[src/rtl/sram_write_buffer.sv]
// Posted-write FIFO in front of the SRAM controller: writes are acknowledged on entry and
// drained in the background, reads are forwarded from the FIFO or served ahead of queued writes.
module sram_write_buffer #(
  parameter int DEPTH = 4
) (
  input  logic        i_clock,
  input  logic        i_reset,
  input  logic        i_request,
  input  logic        i_rw,
  input  logic [31:0] i_address,
  input  logic [31:0] i_wdata,
  output logic [31:0] o_rdata,
  output logic        o_ready,
  output logic        o_sram_request,
  output logic        o_sram_rw,
  output logic [31:0] o_sram_address,
  output logic [31:0] o_sram_wdata,
  input  logic [31:0] i_sram_rdata,
  input  logic        i_sram_ready,
  output logic        o_empty
);

  localparam int PTR_W = $clog2(DEPTH);

  typedef enum logic [1:0] {IDLE, READ, WRITE, GAP} state_t;

  state_t            state_reg, state_next;
  logic [29:0]       addr_mem [DEPTH];
  logic [31:0]       data_mem [DEPTH];
  logic [PTR_W-1:0]  wr_ptr_reg, rd_ptr_reg;
  logic [PTR_W:0]    count_reg;
  logic              acked_reg, acked_next;
  logic              read_pending_reg, read_pending_next;
  logic [29:0]       read_addr_reg;

  logic              ready_next;
  logic [31:0]       rdata_next;
  logic              sram_request_next, sram_rw_next;
  logic [31:0]       sram_address_next, sram_wdata_next;

  logic              accept, push, pop, read_req, fifo_full;
  logic              hit;
  logic [31:0]       hit_data;
  logic [DEPTH-1:0]  match;
  logic [31:0]       age_data [DEPTH];
  logic [29:0]       req_word;
  logic              unused_addr_bits;

  assign req_word         = i_address[31:2];
  assign unused_addr_bits = &{1'b0, i_address[1:0]};
  assign fifo_full        = (count_reg == (PTR_W+1)'(DEPTH));

  // acked blocks re-accepting a request the CPU is still holding after its ack
  assign accept   = i_request && !acked_reg && !read_pending_reg;
  assign push     = accept && i_rw && !fifo_full;
  assign read_req = accept && !i_rw;

  // Entries viewed oldest (gi=0) to newest, so the highest matching index is the newest write
  generate
    for (genvar gi = 0; gi < DEPTH; gi++) begin : g_age
      logic [PTR_W-1:0] idx;
      assign idx          = rd_ptr_reg + PTR_W'(gi);
      assign match[gi]    = (count_reg > (PTR_W+1)'(gi)) && (addr_mem[idx] == req_word);
      assign age_data[gi] = data_mem[idx];
    end
  endgenerate

  always_comb begin
    hit      = 1'b0;
    hit_data = '0;
    for (int k = 0; k < DEPTH; k++) begin
      if (match[k]) begin
        hit      = 1'b1;
        hit_data = age_data[k];
      end
    end
  end

  always_comb begin
    state_next        = state_reg;
    sram_request_next = o_sram_request;
    sram_rw_next      = o_sram_rw;
    sram_address_next = o_sram_address;
    sram_wdata_next   = o_sram_wdata;
    ready_next        = 1'b0;
    rdata_next        = o_rdata;
    read_pending_next = read_pending_reg;
    acked_next        = acked_reg;
    pop               = 1'b0;

    if (push) begin
      ready_next = 1'b1;
    end
    if (read_req) begin
      if (hit) begin
        ready_next = 1'b1;
        rdata_next = hit_data;
      end else begin
        read_pending_next = 1'b1;
      end
    end

    case (state_reg)
      IDLE: begin
        if (read_pending_reg) begin
          state_next        = READ;
          sram_request_next = 1'b1;
          sram_rw_next      = 1'b0;
          sram_address_next = {read_addr_reg, 2'b00};
        end else if (count_reg != '0) begin
          state_next        = WRITE;
          sram_request_next = 1'b1;
          sram_rw_next      = 1'b1;
          sram_address_next = {addr_mem[rd_ptr_reg], 2'b00};
          sram_wdata_next   = data_mem[rd_ptr_reg];
        end
      end
      READ: begin
        if (i_sram_ready) begin
          state_next        = GAP;
          sram_request_next = 1'b0;
          sram_rw_next      = 1'b0;
          rdata_next        = i_sram_rdata;
          ready_next        = 1'b1;
          read_pending_next = 1'b0;
        end
      end
      WRITE: begin
        if (i_sram_ready) begin
          state_next        = GAP;
          sram_request_next = 1'b0;
          sram_rw_next      = 1'b0;
          pop               = 1'b1;
        end
      end
      default: begin
        state_next        = IDLE;
        sram_request_next = 1'b0;
        sram_rw_next      = 1'b0;
      end
    endcase

    if (!i_request) begin
      acked_next = 1'b0;
    end else if (ready_next) begin
      acked_next = 1'b1;
    end
  end

  always_ff @(posedge i_clock) begin
    if (i_reset) begin
      state_reg        <= IDLE;
      wr_ptr_reg       <= '0;
      rd_ptr_reg       <= '0;
      count_reg        <= '0;
      acked_reg        <= 1'b0;
      read_pending_reg <= 1'b0;
      read_addr_reg    <= '0;
      o_ready          <= 1'b0;
      o_rdata          <= '0;
      o_sram_request   <= 1'b0;
      o_sram_rw        <= 1'b0;
      o_sram_address   <= '0;
      o_sram_wdata     <= '0;
    end else begin
      state_reg        <= state_next;
      acked_reg        <= acked_next;
      read_pending_reg <= read_pending_next;
      o_ready          <= ready_next;
      o_rdata          <= rdata_next;
      o_sram_request   <= sram_request_next;
      o_sram_rw        <= sram_rw_next;
      o_sram_address   <= sram_address_next;
      o_sram_wdata     <= sram_wdata_next;
      if (read_req && !hit) begin
        read_addr_reg <= req_word;
      end
      if (push) begin
        wr_ptr_reg <= wr_ptr_reg + 1'b1;
      end
      if (pop) begin
        rd_ptr_reg <= rd_ptr_reg + 1'b1;
      end
      if (push && !pop) begin
        count_reg <= count_reg + 1'b1;
      end else if (pop && !push) begin
        count_reg <= count_reg - 1'b1;
      end
    end
  end

  always_ff @(posedge i_clock) begin
    if (push) begin
      addr_mem[wr_ptr_reg] <= req_word;
      data_mem[wr_ptr_reg] <= i_wdata;
    end
  end

  assign o_empty = (count_reg == '0) && (state_reg == IDLE) && !read_pending_reg;

endmodule

[config.mk]
export PLATFORM = sky130hd
export DESIGN_NAME = sram_write_buffer
export DESIGN_NICKNAME = d
export VERILOG_FILES = /design/src/rtl/sram_write_buffer.sv
export SDC_FILE = /design/constraint.sdc
export NUM_CORES = 1
export LEC_CHECK = 0
export ABC_AREA = 0
export BUFFER_PORTS_ARGS = -buffer_cell sky130_fd_sc_hd__buf_2
export CAP_MARGIN = 20
export CORE_MARGIN = 2
export CORE_UTILIZATION = 58
export DETAILED_ROUTE_END_ITERATION = 10
export PLACE_DENSITY = 0.83
export SYNTH_ARGS = -nofsm -noshare
export SYNTH_HDL_FRONTEND = slang
export SYNTH_SLANG_ARGS = --single-unit
[constraint.sdc]
create_clock -name i_clock -period 4.3 [get_ports i_clock]
set_input_delay 0.645 -clock i_clock [delete_from_list [all_inputs] [get_ports i_clock]]
set_output_delay 0.645 -clock i_clock [all_outputs]
set_load 0.01 [all_outputs]
# Word level (Yosys, flattened, before mapping)
# Memory sizes are Yosys's and may differ from the RTL's. A register that Yosys moved wholly into a read port is not among the register bits.
# Index checks and enable logic that the tools add are counted.
[totals] n_memories=2 mem_bits_rw=248 reg_bits=140 elab_cells=109
[memory_table] name="data_mem" depth=4 word_bits=32 read_ports=4 rd_ports_with_merged_regs=1 wr=1 line="29" text="logic [31:0] data_mem [DEPTH];"
[memory_table] name="addr_mem" depth=4 word_bits=30 read_ports=4 rd_ports_with_merged_regs=1 wr=1 line="28" text="logic [29:0] addr_mem [DEPTH];"
[op_classes] n_eq_ne=9 n_lt_le_gt_ge=4 muxes=42 n_reduce_logical=31 n_bitwise=2 n_addsub=6
[ops] op="32-bit 2-to-1 mux" n=10
[ops] op="30-bit equality test" n=4
[ops] op="1-bit 2-to-1 mux" n=20
[ops] op="1-bit logical AND" n=14
[ops] op="2-bit 2-to-1 mux" n=7
[ops] op="1-bit logical NOT" n=7
[ops] op="3-bit by 1-bit greater-than comparator with 1-bit output, second input constant" n=2
[ops] op="3-bit by 2-bit greater-than comparator with 1-bit output, second input constant" n=2
[ops] op="3-bit 2-to-1 mux" n=2
[ops] op="2-bit by 1-bit adder with 2-bit output, second input constant" n=2
[ops] op="2-bit adder, second input constant" n=2
[ops] op="1-bit one-hot mux with 2 select lines" n=2
[ops] op="2-bit one-hot mux with 2 select lines" n=1
[ops] op="2-bit AND reduction" n=2
[ops] op="2-bit nonzero test" n=2
[ops] op="2-bit OR reduction" n=2
[ops] op="3-bit by 1-bit adder with 3-bit output, second input constant" n=1
[ops] op="3-bit equality test, second input constant" n=1
[ops] op="3-bit logical NOT" n=1
[ops] op="3-bit != test, second input constant" n=1
[ops] op="3-bit AND reduction" n=1
[ops] op="3-bit nonzero test" n=1
[ops] op="3-bit by 1-bit subtractor with 3-bit output, second input constant" n=1
[ops] op="2-bit by 1-bit equality test with 1-bit output, second input constant" n=1
[ops] op="other kinds (4)" n=5

# Depth between registers and ports, before layout
# An unclocked memory read counts as a cell.
[depth] ltp_word=11 ltp_mapped=17

# Worst setup path before layout
# Ideal clock, no wire load.
[synth_path] kind="reg-to-reg" startpoint="register rd_ptr_reg[1]" endpoint="register o_rdata[20]" stages_incl_launch_ff=14 path_slack_ps=956 n_path_buf=4 arrival_time_ps=3222 path_cell_list="dfxtp_1 buf_2 buf_1 mux4_2 xnor2_1 nand4_1 or4_1 nor4_2 nand4bb_1 buf_4 and2_4 nor2_4 buf_6 a221o_1"
[synth_via] elab_chain_cells=11 word_cells_on_any_way=21
[synth_lines] item="start, declared" line="30" text="logic [PTR_W-1:0] wr_ptr_reg, rd_ptr_reg;"
[synth_lines] item="start signal, assigned" line="182" text="rd_ptr_reg <= rd_ptr_reg + 1'b1;"
[synth_lines] item="2-bit by 1-bit adder with 2-bit output" line="62" text="assign idx = rd_ptr_reg + PTR_W'(gi);"
[synth_lines] item="memory 4 x 30 bit"
[synth_lines] item="30-bit equality test" line="63" text="assign match[gi] = (count_reg > (PTR_W+1)'(gi)) && (addr_mem[idx] == req_word);"
[synth_lines] item="1-bit logical AND" line="63"
[synth_lines] item="32-bit 2-to-1 mux or 1-bit 2-to-1 mux (tied branches) (3 in series)" line="72" text="if (match[k]) begin"
[synth_lines] item="32-bit 2-to-1 mux *" line="95" text="if (hit) begin"
[synth_lines] item="32-bit 2-to-1 mux *" line="94" text="if (read_req) begin"
[synth_lines] item="32-bit 2-to-1 mux" line="119" text="if (i_sram_ready) begin"
[synth_lines] item="32-bit 2-to-1 mux *" line="103" text="case (state_reg)"
[synth_lines] item="end signal, assigned" line="170" text="o_rdata <= rdata_next;"
[synth_lines] item="end, declared" line="12" text="output logic [31:0] o_rdata,"
# Every way passes the cells marked *; elsewhere a longest branch is shown, timed or not.
# A chain may end at the register's enable or synchronous reset.

# Final worst setup path
[layout_path] startpoint="register rd_ptr_reg[1]" endpoint="register o_rdata[26]"
# Same word-level chain as after synthesis.

==> flow_summary.json <==
{
  "grt_use_total_pct": 30.9,
  "drt_wl_total_mm": 59.8,
  "initial_utilization_pct": 59.0,
  "worst_pin_slew_ns": 1.03,
  "fmax_mhz": 249,
  "min_path_type": "input pin to register",
  "critical_path_class": "register to register",
  "dieArea_um2": 38800,
  "r2r_cells": 13,
  "setup_viol": 0,
  "slew_headroom_pct": 31.4,
  "synth_largest_area_cell": "edfxtp_1",
  "ctsHtreeMaxLevel": 2,
  "cap_violations": 0,
  "regArea_um2": 10300,
  "slew_violations": 0,
  "place.gp.congestion": 0.945,
  "clk_pin_slew_worst_paths_ns": 0.06,
  "cp.required_ns": 4.75,
  "fillers": 2536,
  "synth_edf_count": 248,
  "numCtsBuffers": 41,
  "postCtsHoldBufs": 0,
  "overflow": 0,
  "synth_warnings": 0,
  "root_buffer": "clkbuf_16",
  "postRouteAntennaNets": 0,
  "power.total_w": 0.0118,
  "clock_skew_ns": 0.0244,
  "top_regs": "data_mem (128), addr_mem (120)",
  "cts_resized": 0,
  "dp_hpwl_mm": 39.4,
  "synth_area_um2": 21600,
  "port_buffers": 196,
  "hold_ws_ns": 0.284,
  "wl_per_cell_um": 24.9,
  "top_register": "data_mem",
  "drc_errors": 0,
  "min_period_ns": 4.01,
  "clk_latency_ns": 0.57,
  "synthArstFlopShare_pct": 0,
  "synth_cell_types": 60,
  "layout_common_cells": "248 x edfxtp_1, 195 x buf_2, 181 x nor2_1, 167 x mux4_2, 136 x dfxtp_1",
  "final_layout_size_suffix_gt1_share_pct": 28.6,
  "grt_pass1_vias": 15960,
  "cts_sinks": 388,
  "end_kind": "register",
  "r2r_slack_ns": 0.29,
  "hold_viol": 0,
  "cts_setup_buffers": 0,
  "tns_ns": 0,
  "die_y_um": 197,
  "final.period_utilization_pct": 93.2,
  "p_leak_nw": 8.38,
  "pre_cts_slack_ns": 0.365,
  "vias_per_cell": 6.90,
  "syn_area_per_cell_um2": 12.2,
  "min-delay-start": "i_sram_rdata[5]",
  "setup_slack_ns": 0.291,
  "powerDensity_nw_per_um2": 485,
  "worst_ir_drop_vdd_mv": 0.405,
  "drt_pre_antenna_iters": 6,
  "cp_max_fo": 34,
  "outcome": "finished clean",
  "cts_tree": "yes",
  "cp.arrival_ns": 4.46,
  "grt_max_degree": 74,
  "ys_ff_latch": 388,
  "seq_area_frac_synth_pct": 47.5,
  "vias": 16543,
  "area_delta_synth_final_pct": 13.1,
  "final_common_cell": "edfxtp_1",
  "rsz0062_at_grt": "false",
  "synth_ff_type": "edfxtp_1",
  "syn_inst": 1769,
  "drt_iter0_drc": 2382,
  "holdPathEnd": "o_rdata[5]",
  "grt_pass1_wl_mm": 92.2,
  "start_kind": "register",
  "boundaryPins": 201,
  "antenna_found_initial": 12,
  "die_x_um": 197,
  "synth_top_area_share_pct": 34.5,
  "layout.nets": 2008,
  "synth.area.top_cells": "edfxtp_1 35%, mux4_2 17%, dfxtp_1 13%",
  "rows": 70,
  "worstHoldPathCells": 3,
  "fin_util_pct": 66.7,
  "multi_input_area_um2": 10500,
  "r2r-start": "rd_ptr_reg[1]",
  "worstReg2RegEnd": "o_rdata[26]",
  "clockBufferDepth": 3,
  "largest_register_ffs": 128,
  "core_area_um2": 36600
}
==> power breakdown <==
group | total (W) | internal (W) | leakage [nW] | switching (W)
Combinational | 0.00336 | 0.00142 | 4.24 | 0.00194
Sequential | 0.00462 | 0.00435 | 3.39 | 0.000267
Clock | 0.00386 | 0.00236 | 0.747 | 0.00150
Total | 0.0118 | 0.00813 | 8.38 | 0.00371
==> area by class of cell <==
cell class / instances / area share (%)
Clock buffer: 55 / 5.15
Antenna cell: 6 / 0.0615
Multi-Input combinational cell: 1189 / 43.0
Timing Repair Buffer: 243 / 5.94
Tap cell: 468 / 2.40
Inverter: 29 / 0.446
Sequential cell: 388 / 42.1
Clock inverter: 21 / 0.984
==> Yosys cell counts, types with 5 or more instances <==
library cell / number
edfxtp_1: 248
nor2_1: 182
mux4_2: 167
dfxtp_1: 140
nand2_1: 131
a21oi_1: 122
xnor2_1: 102
clkbuf_1: 93
mux2i_1: 86
nand4_1: 56
mux2_2: 46
nand3_1: 41
buf_2: 34
inv_1: 28
a311oi_1: 27
nor3b_1: 27
a221o_1: 26
o2111ai_1: 25
buf_1: 17
o21ai_0: 16
ha_1: 15
nor3_1: 15
buf_4: 13
nor4_1: 9
a211oi_1: 8
and2_1: 7
o22ai_1: 7
a32oi_1: 6
buf_6: 6
o211ai_1: 6
xor2_1: 6
nand2b_1: 5
==> worst max-delay path, cell delays in order, from the launching register on <==
cell and delay [ns]:
dfxtp_4 0.46, buf_12 0.25, buf_4 0.33, mux4_2 0.36
xnor2_1 0.26, nand4_1 0.14, nor4_2 0.54, nand2_1 0.20
buf_4 0.24, nand2b_1 0.13, buf_12 0.22, o2111ai_1 0.17
nor3b_1 0.24, a221o_1 0.29
==> logic make-up (layout without fill, tap and decap cells) <==
group | count (synthesis) | in the layout | synth area share (%)
DFF | 388 | 388 | 47.5
AOI/OAI and AO/OA | 271 | 271 | 8.55
xor gates and xnor gates | 112 | 112 | 4.68
buffers and inverters | 193 | 348 | 4.04
muxes | 299 | 299 | 23.8
adders and majority gates | 15 | 15 | 0.870
and+or+nand+nor | 490 | 490 | 10.5
other | 1 | 8 | 0.0174
==> metal layers <==
metal	vias up	GRT usage, %	part of all wire [%]
li1	7073	-	-
met1	8060	42.2	37
met2	1164	46.7	45
met3	230	8.61	13
met4	16	13.3	4.5
met5	-	0	0.17
==> worst max path at each step <==
stage                   from           to  slack [ns]
2_1_floorplan  rd_ptr_reg[1]  o_rdata[20]        0.96
3_3_place_gp   rd_ptr_reg[0]  o_rdata[17]        0.47
3_5_place_dp   rd_ptr_reg[0]  o_rdata[26]        0.37
4_1_cts        rd_ptr_reg[1]  o_rdata[26]        0.33
5_1_grt        rd_ptr_reg[0]   o_rdata[8]        0.18
6_report       rd_ptr_reg[1]  o_rdata[26]        0.29
==> stage by stage <==
stage	instance area, um2	cells
4_1_cts	24400	2393
3_3_place_gp	22900	2317
5_1_grt	24400	2397
2_1_floorplan	21600	1770
6_report	24400	2399
3_5_place_dp	22900	2317
No activity file was read; power rests on OpenSTA's default activity.
